$ cat config.mk
export PLATFORM = sky130hd
export DESIGN_NAME = lsu_mem_initiator
export DESIGN_NICKNAME = d
export VERILOG_FILES = /design/src/rtl/lsu_mem_initiator.sv
export SDC_FILE = /design/constraint.sdc
export NUM_CORES = 1
export LEC_CHECK = 0
export BUFFER_PORTS_ARGS = -buffer_cell sky130_fd_sc_hd__buf_2
export CORE_MARGIN = 5
export CORE_UTILIZATION = 45
export DETAILED_ROUTE_END_ITERATION = 8
export GPL_TIMING_DRIVEN = 0
export PLACE_DENSITY = 0.74
export SETUP_SLACK_MARGIN = 0.4
export SYNTH_ARGS = -nofsm -noshare
export SYNTH_HDL_FRONTEND = slang
export SYNTH_SLANG_ARGS = --single-unit
$ cat constraint.sdc
create_clock -name clk -period 3.6 [get_ports clk]
set_input_delay 0.72 -clock clk [delete_from_list [all_inputs] [get_ports clk]]
set_output_delay 0.72 -clock clk [all_outputs]
set_load 0.1 [all_outputs]
$ cat src/rtl/lsu_mem_initiator.sv
// Load/store initiator: one MEM-stage op at a time onto a word-aligned byte-lane bus,
// with a timeout that turns a hung memory into an error. Define LSU_MISALIGN_TRAP_EN to trap misaligned ops.
module lsu_mem_initiator #(
  parameter int XLEN           = 32,
  parameter int TIMEOUT_CYCLES = 64,
  parameter int CNT_W          = 7
) (
  input  logic            clk,
  input  logic            rstn,
  // core side: an op transfers on the rising edge where req_valid && req_ready;
  // req_ready is high only while idle, so at most one op is ever in flight
  input  logic            req_valid,
  output logic            req_ready,
  input  logic            req_we,
  input  logic [1:0]      req_size,
  input  logic            req_unsigned,
  input  logic [XLEN-1:0] req_addr,
  input  logic [XLEN-1:0] req_wdata,
  output logic            resp_valid,
  output logic            resp_err,
  output logic [XLEN-1:0] resp_rdata,
  // memory side
  output logic            mem_req,
  output logic            mem_we,
  output logic [3:0]      mem_be,
  output logic [XLEN-1:0] mem_addr,
  output logic [XLEN-1:0] mem_wdata,
  input  logic            mem_gnt,
  input  logic            mem_rvalid,
  input  logic [XLEN-1:0] mem_rdata,
  // debug view of the FSM: 0=IDLE 1=REQ 2=WAIT 3=RESP
  output logic [1:0]      dbg_state_o
);

  typedef enum logic [1:0] {
    IDLE = 2'd0,
    REQ  = 2'd1,
    WAIT = 2'd2,
    RESP = 2'd3
  } state_e;

  state_e            state_q, state_d;
  logic              we_q, we_d;
  logic [1:0]        size_q, size_d;
  logic              uns_q, uns_d;
  logic [XLEN-1:0]   addr_q, addr_d;
  logic [XLEN-1:0]   wdata_q, wdata_d;
  logic              err_q, err_d;
  logic [XLEN-1:0]   rdata_q, rdata_d;
  logic [CNT_W-1:0]  cnt_q, cnt_d;

  logic              accept;
  logic              timeout;
  logic              mis_n;
  logic [1:0]        size_n;
  logic [XLEN-1:0]   addr_n;
  logic [1:0]        lane;
  logic [XLEN-1:0]   shifted;
  logic [XLEN-1:0]   load_ext;
  logic [3:0]        be;
  logic [XLEN-1:0]   wdata_lane;

  assign accept  = req_valid && (state_q == IDLE);
  assign timeout = (cnt_q == CNT_W'(TIMEOUT_CYCLES - 1));
  assign lane    = addr_q[1:0];

  // Normalise the incoming op: either flag it as misaligned or force it aligned.
  always_comb begin
    size_n = req_size;
    addr_n = req_addr;
    mis_n  = 1'b0;
`ifdef LSU_MISALIGN_TRAP_EN
    case (req_size)
      2'b01:   mis_n = req_addr[0];
      2'b10:   mis_n = |req_addr[1:0];
      2'b11:   mis_n = 1'b1;
      default: mis_n = 1'b0;
    endcase
`else
    if (req_size == 2'b11) size_n = 2'b10;
    if (size_n == 2'b01)      addr_n[0]   = 1'b0;
    else if (size_n == 2'b10) addr_n[1:0] = 2'b00;
`endif
  end

  always_comb begin
    case (size_q)
      2'b00:   be = 4'b0001 << lane;
      2'b01:   be = 4'b0011 << lane;
      default: be = 4'b1111;
    endcase
  end

  always_comb begin
    case (size_q)
      2'b00:   wdata_lane = {(XLEN/8){wdata_q[7:0]}};
      2'b01:   wdata_lane = {(XLEN/16){wdata_q[15:0]}};
      default: wdata_lane = wdata_q;
    endcase
  end

  assign shifted = mem_rdata >> {lane, 3'b000};

  always_comb begin
    case (size_q)
      2'b00:   load_ext = {{(XLEN-8){shifted[7] & ~uns_q}}, shifted[7:0]};
      2'b01:   load_ext = {{(XLEN-16){shifted[15] & ~uns_q}}, shifted[15:0]};
      default: load_ext = shifted;
    endcase
  end

  // ---------------- FSM: state register ----------------
  always_ff @(posedge clk or negedge rstn) begin
    if (!rstn) state_q <= IDLE;
    else       state_q <= state_d;
  end

  // ---------------- FSM: next state ----------------
  always_comb begin
    state_d = state_q;
    case (state_q)
      IDLE: if (accept) state_d = mis_n ? RESP : REQ;
      REQ: begin
        if (timeout)      state_d = RESP;
        else if (mem_gnt) state_d = WAIT;
      end
      // data that arrives on the last allowed cycle still wins over the timeout
      WAIT: begin
        if (mem_rvalid)   state_d = RESP;
        else if (timeout) state_d = RESP;
      end
      RESP:    state_d = IDLE;
      default: state_d = IDLE;
    endcase
  end

  // ---------------- FSM: outputs ----------------
  always_comb begin
    req_ready  = (state_q == IDLE);
    mem_req    = (state_q == REQ);
    mem_we     = (state_q == REQ) && we_q;
    mem_be     = (state_q == REQ) ? be : 4'b0000;
    mem_addr   = (state_q == REQ) ? {addr_q[XLEN-1:2], 2'b00} : '0;
    mem_wdata  = (state_q == REQ) ? wdata_lane : '0;
    resp_valid = (state_q == RESP);
    resp_err   = (state_q == RESP) && err_q;
    resp_rdata = (state_q == RESP) ? rdata_q : '0;
  end

  assign dbg_state_o = state_q;

  // ---------------- op / response datapath ----------------
  always_comb begin
    we_d    = we_q;
    size_d  = size_q;
    uns_d   = uns_q;
    addr_d  = addr_q;
    wdata_d = wdata_q;
    err_d   = err_q;
    rdata_d = rdata_q;
    cnt_d   = cnt_q;
    case (state_q)
      IDLE: begin
        if (accept) begin
          we_d    = req_we;
          size_d  = size_n;
          uns_d   = req_unsigned;
          addr_d  = addr_n;
          wdata_d = req_wdata;
          err_d   = mis_n;
          rdata_d = '0;
          cnt_d   = '0;
        end
      end
      REQ: begin
        cnt_d = cnt_q + 1'b1;
        if (timeout) err_d = 1'b1;
      end
      WAIT: begin
        cnt_d = cnt_q + 1'b1;
        if (mem_rvalid)   rdata_d = we_q ? '0 : load_ext;
        else if (timeout) err_d   = 1'b1;
      end
      default: ;
    endcase
  end

  always_ff @(posedge clk or negedge rstn) begin
    if (!rstn) begin
      we_q    <= 1'b0;
      size_q  <= 2'b00;
      uns_q   <= 1'b0;
      addr_q  <= '0;
      wdata_q <= '0;
      err_q   <= 1'b0;
      rdata_q <= '0;
      cnt_q   <= '0;
    end else begin
      we_q    <= we_d;
      size_q  <= size_d;
      uns_q   <= uns_d;
      addr_q  <= addr_d;
      wdata_q <= wdata_d;
      err_q   <= err_d;
      rdata_q <= rdata_d;
      cnt_q   <= cnt_d;
    end
  end

endmodule

==> results.json <==
{
  "status": "finished clean",
  "drv_cap": 0,
  "final_cell_mix": "182 x buf_2, 108 x dfrtp_1, 76 x mux2_2",
  "cp.required_ns": 2.88,
  "critPathMaxFanout": 10,
  "synthAdderAreaFrac_pct": 1.07,
  "async_reset_ff_share_pct": 100,
  "drive_above_1_share_pct": 45.7,
  "relSlewSlack_pct": 32.8,
  "track_usage_pct": 22.9,
  "rows": 41,
  "ys_warn_count": 0,
  "syn_avg_cell_area_um2": 10.5,
  "gr-usage-met3_pct": 6.99,
  "core_area_mm2": 0.0127,
  "clock_latency_ns": 0.37,
  "die_w_um": 124,
  "cts_made_buffers": 9,
  "ys_ff_latch": 110,
  "setup_viol": 0,
  "grtUsageMet1_pct": 27.4,
  "htreeDepth": 3,
  "synthXorXnorAreaFrac_pct": 0.895,
  "hold_viol": 0,
  "drv_slew": 0,
  "synth_edf_count": 0,
  "hpwl_um": 13700,
  "wirelength_um": 17700,
  "cts.hold.buffers_added": 0,
  "synth.distinct_cells": 42,
  "cts.sinks": 110,
  "post-route-drc-count": 0,
  "finalCritPeriodShare_pct": 86.7,
  "r2r_setup_slack_ns": 1.04,
  "cts_tree": "done",
  "yosysSeqAreaShare_pct": 46.9,
  "grtUsageMet2_pct": 39.2,
  "tns_ns": 0,
  "viasPerCell": 5.31,
  "skew_ns": 0.00639,
  "arrival_ns": 2.40,
  "grt_overflow_total": 0,
  "reg2reg_from": "dbg_state_o[0]",
  "gr-max-usage-layer": "met2",
  "grt_pass1_vias": 5487,
  "antenna_found_initial": 3,
  "clkTransAtPathRegs_ns": 0.07,
  "synth_ff_type": "dfrtp_1",
  "post_cts_buffers": 0,
  "synth.area.mux_share_pct": 20.4,
  "port_buffers": 209,
  "clockRootBuffer": "clkbuf_16",
  "die_area_mm2": 0.0154,
  "start_util_pct": 46.1,
  "io-pin-count": 212,
  "dr.first_iter.drc_count": 327,
  "die_height_um": 124,
  "wl_per_cell_um": 18.4,
  "drtAntennaViolNets": 0,
  "path_buf_inv": 5,
  "ff2ff_path_depth": 7,
  "crit_path_end_kind": "output port",
  "areaGrowthSynthToFinish_pct": 32.2,
  "syn-cell-area_mm2": 0.00587,
  "start_kind": "flip-flop",
  "crit_type": "reg2out",
  "netlist_instances": 560,
  "grt_max_degree": 57,
  "fillers": 1097,
  "mostFrequentLayoutCell": "buf_2",
  "synth_top_family_by_area": "multiplexers",
  "gp_congestion": 0.891,
  "synth_compound_area_share_pct": 10.2,
  "timing.final.crit_period_ns": 3.12,
  "rsz0062_at_grt": "true",
  "cp_cell_sequence": "inv_1, ha_4, inv_1, clkbuf_2, clkbuf_4, nor2_4, buf_2",
  "first_pass_iters": 5,
  "cpPeakStageDelay_ns": 0.44,
  "crit_slowest_cell": "dfrtp_2",
  "vias": 5102,
  "hold_path_class": "in2async",
  "r2r-end": "rdata_q[29]",
  "worst_pin_slew_ns": 1.00,
  "fmax_mhz": 320,
  "grt_first_pass_wirelength_um": 28900,
  "cts_buffer_depth": 2,
  "synthSimpleGateAreaFrac_pct": 17.1,
  "cpMostUsedCell": "inv_1",
  "nets": 892,
  "cts.repair.resized": 12,
  "critPathTopFamily": "buffers and inverters"
}
final cells by class:
class / instances / area, um^2 / area share, %
Timing Repair Buffer: 210 / 1150 / 14.9
Inverter: 5 / 18.8 / 0.242
Tap cell: 172 / 215 / 2.77
Multi-Input combinational cell: 404 / 3130 / 40.3
Clock buffer: 10 / 239 / 3.08
Antenna cell: 2 / 5.00 / 0.0645
Buffer: 42 / 203 / 2.61
Clock inverter: 6 / 46.3 / 0.596
Sequential cell: 110 / 2760 / 35.5
cells in the mapped netlist, types with 2 or more instances:
library cell / n / area [um^2]
dfrtp_1: 110 / 2750
mux2_2: 76 / 856
and2_1: 72 / 450
nor2_1: 46 / 173
nand2_1: 39 / 146
a21oi_1: 32 / 160
mux2i_1: 32 / 320
clkbuf_1: 30 / 113
o21ai_0: 26 / 130
a221o_1: 17 / 170
nand2b_1: 8 / 50.1
nor3_1: 8 / 40.0
nand3b_1: 7 / 52.6
buf_1: 6 / 22.5
ha_1: 5 / 62.6
inv_1: 5 / 18.8
xnor2_1: 5 / 43.8
a22o_1: 3 / 26.3
nor2b_1: 3 / 18.8
or2_2: 3 / 18.8
buf_2: 2 / 10.0
buf_4: 2 / 15.0
buf_6: 2 / 22.5
nor4_1: 2 / 12.5
o31ai_1: 2 / 15.0
kinds of logic after synthesis:
| group | count (synthesis) |
|---|---|
| and+or+nand+nor | 193 |
| DFF | 110 |
| muxes | 109 |
| AOI/OAI and AO/OA | 89 |
| buffers and inverters | 47 |
| xor gates and xnor gates | 6 |
| adders and majority gates | 5 |
| other | 1 |
worst max path at each step:
| stage | slack, ns | startpoint | depth (start not counted) | endpoint |
|---|---|---|---|---|
| 2_1_floorplan | 0.40 | dbg_state_o[1] | 6 | mem_wdata[21] |
| 3_3_place_gp | 0.17 | rstn | 1 | dbg_state_o[0] |
| 3_5_place_dp | 0.47 | dbg_state_o[0] | 6 | mem_wdata[26] |
| 4_1_cts | 0.38 | size_q[0] | 7 | mem_wdata[28] |
| 5_1_grt | 0.37 | dbg_state_o[1] | 6 | mem_wdata[7] |
| 6_report | 0.48 | dbg_state_o[1] | 7 | mem_wdata[28] |
through the flow:
stage | util (%) | hold WS, ns | setup WS (ns) | std cells | instance area, um^2
after global routing | 61.0 | 0.472 | 0.373 | 961 | 7760
after CTS | 60.4 | 0.441 | 0.383 | 959 | 7680
after global placement | 57.7 | 0.458 | 0.170 | 942 | 7350
after floorplan | - | 0.424 | 0.402 | 561 | 6080
after detailed placement | 58.0 | 0.469 | 0.471 | 943 | 7380
final | 61.0 | 0.415 | 0.480 | 961 | 7760
flip-flops by register name, summed over array words and instances, names as in the netlist:
signal	cells
addr_q	32
rdata_q	32
wdata_q	32
cnt_q	7
dbg_state_o	2
size_q	2
err_q	1
uns_q	1
we_q	1
metal layers:
metal  part of all wire [%]  up-vias
met1                     40     2504
met3                    6.9       26
met2                     51      188
met5                  0.051        -
met4                    2.1        2
li1                       -     2382
Power is left out: the tool's default activity adds up to more than one toggle a clock period on the data nets, which glitch-free logic cannot reach.
